[config.mk]
export PLATFORM = sky130hd
export DESIGN_NAME = mem_port_arbiter
export DESIGN_NICKNAME = d
export VERILOG_FILES = /design/src/rtl/mem_port_arbiter.sv
export SDC_FILE = /design/constraint.sdc
export NUM_CORES = 1
export LEC_CHECK = 0
export BUFFER_PORTS_ARGS = -buffer_cell sky130_fd_sc_hd__buf_2
export CAP_MARGIN = 0
export CORE_AREA = 3 3 103 105
export DETAILED_ROUTE_END_ITERATION = 12
export DIE_AREA = 0 0 106 108
export GPL_TIMING_DRIVEN = 0
export HOLD_SLACK_MARGIN = 0.03
export PLACE_DENSITY = 0.84
export SLEW_MARGIN = 10
export SYNTH_ARGS = -nofsm -noshare
export SYNTH_HDL_FRONTEND = slang
export SYNTH_SLANG_ARGS = --single-unit
[constraint.sdc]
create_clock -name clk -period 3.5 [get_ports clk]
set_input_delay 0.175 -clock clk [delete_from_list [all_inputs] [get_ports clk]]
set_output_delay 0.175 -clock clk [all_outputs]
set_load 0.02 [all_outputs]
[src/rtl/mem_port_arbiter.sv]
// Two-port arbiter sharing one memory bus between instruction fetch (port 1) and data access (port 2).
// Define MEM_ARB_IPRIO_EN to let the fetch port win ties; by default the data port wins.
module mem_port_arbiter #(
    parameter int ADDR_W = 32,
    parameter int DATA_W = 32
) (
    input  logic              clk,
    input  logic              reset,
    input  logic              i_rd,
    input  logic [ADDR_W-1:0] i_addr,
    output logic [DATA_W-1:0] i_rdata,
    output logic              memValid1,
    input  logic              d_rd,
    input  logic              d_wr,
    input  logic [ADDR_W-1:0] d_addr,
    input  logic [DATA_W-1:0] d_wdata,
    input  logic [1:0]        d_size,
    input  logic              d_sign,
    output logic [DATA_W-1:0] d_rdata,
    output logic              memValid2,
    output logic              m_req,
    output logic              m_we,
    output logic [ADDR_W-1:0] m_addr,
    output logic [DATA_W-1:0] m_wdata,
    output logic [1:0]        m_size,
    output logic              m_sign,
    input  logic              m_ack,
    input  logic [DATA_W-1:0] m_rdata
);

    // state  | meaning
    // IDLE   | pick a pending port, issue it; zero-wait ack stays here
    // LOCK_I | fetch access outstanding, fields held until m_ack
    // LOCK_D | data access outstanding, fields held until m_ack
    typedef enum logic [1:0] {IDLE, LOCK_I, LOCK_D} state_t;

    state_t            state, state_nxt;
    logic              done_i, done_d;
    logic [DATA_W-1:0] i_cap, d_cap;
    logic              d_req, pend_i, pend_d;
    logic              grant_i, grant_d;
    logic              ack_i, ack_d, advance;

    assign d_req  = d_rd | d_wr;
    assign pend_i = i_rd & ~done_i;
    assign pend_d = d_req & ~done_d;

    always_comb begin
        grant_i   = 1'b0;
        grant_d   = 1'b0;
        state_nxt = state;
        case (state)
            IDLE: begin
`ifdef MEM_ARB_IPRIO_EN
                grant_i = pend_i;
                grant_d = pend_d & ~pend_i;
`else
                grant_d = pend_d;
                grant_i = pend_i & ~pend_d;
`endif
                if ((grant_i | grant_d) && !m_ack)
                    state_nxt = grant_d ? LOCK_D : LOCK_I;
            end
            LOCK_I: begin
                grant_i = 1'b1;
                if (m_ack) state_nxt = IDLE;
            end
            LOCK_D: begin
                grant_d = 1'b1;
                if (m_ack) state_nxt = IDLE;
            end
            default: state_nxt = IDLE;
        endcase
    end

    // Reset gates the request combinationally so an in-flight lock is dropped at once.
    assign m_req   = ~reset & (grant_i | grant_d);
    assign m_we    = grant_d & d_wr;
    assign m_addr  = grant_d ? d_addr : i_addr;
    assign m_wdata = d_wdata;
    assign m_size  = grant_d ? d_size : 2'd2;
    assign m_sign  = grant_d & d_sign;

    assign ack_i = m_req & m_ack & grant_i;
    assign ack_d = m_req & m_ack & grant_d;

    assign memValid1 = reset | ~i_rd | done_i | ack_i;
    assign memValid2 = reset | ~d_req | done_d | ack_d;
    assign advance   = memValid1 & memValid2;

    assign i_rdata = ack_i ? m_rdata : i_cap;
    assign d_rdata = ack_d ? (d_wr ? '0 : m_rdata) : d_cap;

    always_ff @(posedge clk) begin
        if (reset) begin
            state  <= IDLE;
            done_i <= 1'b0;
            done_d <= 1'b0;
            i_cap  <= '0;
            d_cap  <= '0;
        end else begin
            state  <= state_nxt;
            done_i <= ~advance & (done_i | ack_i);
            done_d <= ~advance & (done_d | ack_d);
            if (ack_i) i_cap <= m_rdata;
            if (ack_d) d_cap <= d_wr ? '0 : m_rdata;
        end
    end

endmodule

==> metrics.md <==
| Metric | Value |
|---|---|
| Outcome | `finished, final reports clean` |
| Internal power | `between 0.0015 and 0.002 W` |
| First-pass GRT wire length | `roughly 22 mm` |
| Max cap viols | `0` |
| Slew @ Worst Pin | `around 0.5 ns` |
| IO Port Bufs | `237` |
| CTS max path bufs | `2` |
| Peak supply drop | `between 200 and 300 µV` |
| Number of clock sinks | `68` |
| Standard-cell row count | `36` |
| WL final | `roughly 15 mm` |
| Switching Fraction | `between 30% and 40%` |
| Setup TNS | `0 ns` |
| Critical-path top delay cell | `dfxtp_1` |
| RD Place Congestion | `between 0.9 and 1` |
| Mapped Cells | `~550` |
| CTS tree | `built` |
| Ant diodes | `0` |
| Logic pwr share | `between 40% and 50%` |
| Post-DP Area | `about 5200 µm²` |
| Crit path kind | `flop to output pin` |
| Syn Nets | `between 600 and 700` |
| Power Density | `slightly below 500 nW/µm²` |
| Synthesized area per cell | `7.01 µm²` |
| Final Hold Fails | `0` |
| Crit-path cells | `inv_1, ha_1, buf_4, a21o_1, buf_2, buf_2, nand2_1, nand2_1, buf_2` |
| Area grow syn2layout | `41.6%` |
| RSZ-0062 raised after global routing | `no` |
| Largest net degree at the start of global routing | `12` |
| R2R setup slack | `around 1.7 ns` |
| CP most frequent cell | `buf_2` |
| Final instance area | `5410 µm²` |
| Most frequent cells in the layout | `buf_2 (255), nand2_1 (130), dfxtp_1 (68)` |
| Worst Skew | `0.00798 ns` |
| Hpwl dp | `about 12 mm` |
| ANT nets after route | `0` |
| Clk slew on worst S/H paths | `0.07 ns` |
| Chip height | `108 µm` |
| DR DRC count | `0` |
| GR Util All Layers | `24.2%` |
| Hold Buf Count CTS | `0` |
| Final worst-path cycle share | `71.1%` |
| Commonest non-fill, non-tap cell in the layout | `buf_2` |
| #FFs+latches synth | `68` |
| Final Critical Period | `2.49 ns` |
| Crit path DAT | `between 2 and 2.5 ns` |
| Initial DRC count | `351` |
| Grt total ovfl | `0` |
| Psw | `between 0.001 and 0.0015 W` |
| Initial core utilization | `between 30% and 40%` |
| WHS | `between 0.1 and 0.15 ns` |
| Unique masters post-synth | `34` |
| Slowest stage delay, CP | `0.34 ns` |
| Crit path launch type | `flop` |
| H-tree depth | `3` |
| Core Region | `approximately 9700 µm²` |
| Clock power frac | `28.8%` |
| Via Count | `4649` |
| Vias in the first global route | `around 4200` |
| DRT Pass-1 Iters | `5` |
| Slew Limit Fails | `0` |
| Share of layout cells above drive strength 1 | `39.5%` |
| CTS buffer count | `9` |
| Flop pwr share | `31.1%` |
| Total die area | `about 11000 µm²` |
| Synth warn | `0` |
| Class of the most critical hold timing path | `input port to flop` |
| Clk Latency, worst-skew pair | `roughly 0.34 ns` |
| Crit. End Element | `output pin` |
| Root Driver | `clkbuf_8` |
| NumNets Final | `~930` |
| Die W | `roughly 110 µm` |
| Max-slew headroom | `approximately two thirds` |
| WP data required | `3.32 ns` |
| # setup viols final | `0` |
| Antenna violations before repair | `0` |
| Top-level I/O count | `around 270` |
| Max FO, Critical Path | `10` |
| Vias per cell | `4.99` |
| Share of the yosys chip area belonging to registers | `between 30% and 40%` |
| Max Fclk | `~400 MHz` |
| Setup bufs post-CTS | `0` |
| Synthesized area | `roughly 3800 µm²` |
| Post_cts resized | `0` |
| P_leak | `~2.9 nW` |
| Wire length per cell | `approximately 16 µm` |
## cell type report
| type | instances | area [µm²] |
|---|---|---|
| multi-input combinational | 365 | 1880 |
| sequential | 68 | 1360 |
| timing repair buffer | 237 | 1190 |
| tap | 133 | 166 |
| buffer | 77 | 444 |
| clock buffer | 13 | 169 |
| inverter | 35 | 131 |
| fill | 939 | 4320 |
| clock inverter | 3 | 67.6 |
## power groups by stage
| stage | Clock (W) | Combinational [W] | Sequential (W) |
|---|---|---|---|
| after floorplan | 0 | 0.000675 | 0.000830 |
| after global placement | 0 | 0.00104 | 0.000831 |
| after detailed placement | 0 | 0.00104 | 0.000832 |
| after CTS | 0.000767 | 0.00105 | 0.000815 |
| after global routing | 0.000802 | 0.00114 | 0.000818 |
| final | 0.000754 | 0.00105 | 0.000815 |
## worst paths after layout
kind / startpoint / to / cells after the start
max: state[1] / m_addr[23] / 9
min: m_rdata[26] / d_cap[26] / 3
max reg2reg: state[1] / d_cap[30] / 7
min reg2reg: d_cap[1] / d_cap[1] / 2
## logic make-up after synthesis
| group | Yosys count | share of synthesized area, % |
|---|---|---|
| flip-flops | 68 | 35.6 |
| buffers and inverters | 112 | 15.1 |
| adder cells (fa/ha/maj) | 3 | 0.983 |
| AO/OA/AOI/OAI | 148 | 23.0 |
| AND/OR/NAND/NOR | 214 | 25.3 |
## per-stage QoR
stage          util, %  power, W  cells  worst slack (ns)
2_1_floorplan        -   0.00150    545              1.75
3_3_place_gp      53.2   0.00187    915              1.37
3_5_place_dp      53.2   0.00187    915              1.37
4_1_cts           55.6   0.00263    931             0.970
5_1_grt           55.6   0.00276    931             0.783
6_report          55.6   0.00262    931              1.01
## metal layers
layer	vias up	global-route usage, %	routed length [µm]
met4	0	5.92	181
met3	12	6.09	1260
met1	2094	35.0	6640
met2	215	36.0	6480
met5	-	0	0
li1	2328	-	-
## cells in the mapped netlist
master,number,area (µm²)
buf_2,18,90.1
nor2b_1,3,18.8
a21oi_4,1,16.3
a221oi_1,2,17.5
a21o_1,3,22.5
ha_1,3,37.5
dfxtp_1,68,1360
o21ai_0,59,295
a211oi_1,1,7.51
o22ai_1,1,6.26
o31ai_1,32,240
nand4_1,32,200
nand2_1,130,488
nor3_1,2,10.0
o21bai_2,1,11.3
inv_2,1,3.75
clkbuf_2,4,20.0
o21ba_2,1,10.0
a31oi_2,1,12.5
buf_4,34,255
a31o_2,1,8.76
nand3_1,33,165
o21ai_1,8,40.0
a211o_1,1,8.76
nand3b_1,1,7.51
and2_1,3,18.8
nor2_1,4,15.0
inv_1,34,128
nor2_4,1,11.3
clkbuf_1,21,78.8
o211ai_1,1,7.51
nand2b_1,4,25.0
a21oi_1,35,175
or3_1,1,6.26
## critical path, delay by kind of cell, from the launching register on
family | cells | cell delay [ns]
buf+inv | 5 | 0.98
flops | 1 | 0.34
fa+ha+maj | 1 | 0.24
compound gates | 1 | 0.21
simple gates | 2 | 0.20
## sequential cells by signal, summed over array words and instances, names as in the netlist
| signal | count |
|---|---|
| d_cap | 32 |
| i_cap | 32 |
| state | 2 |
| done_d | 1 |
| done_i | 1 |
No activity file was read; power rests on OpenSTA's default activity.
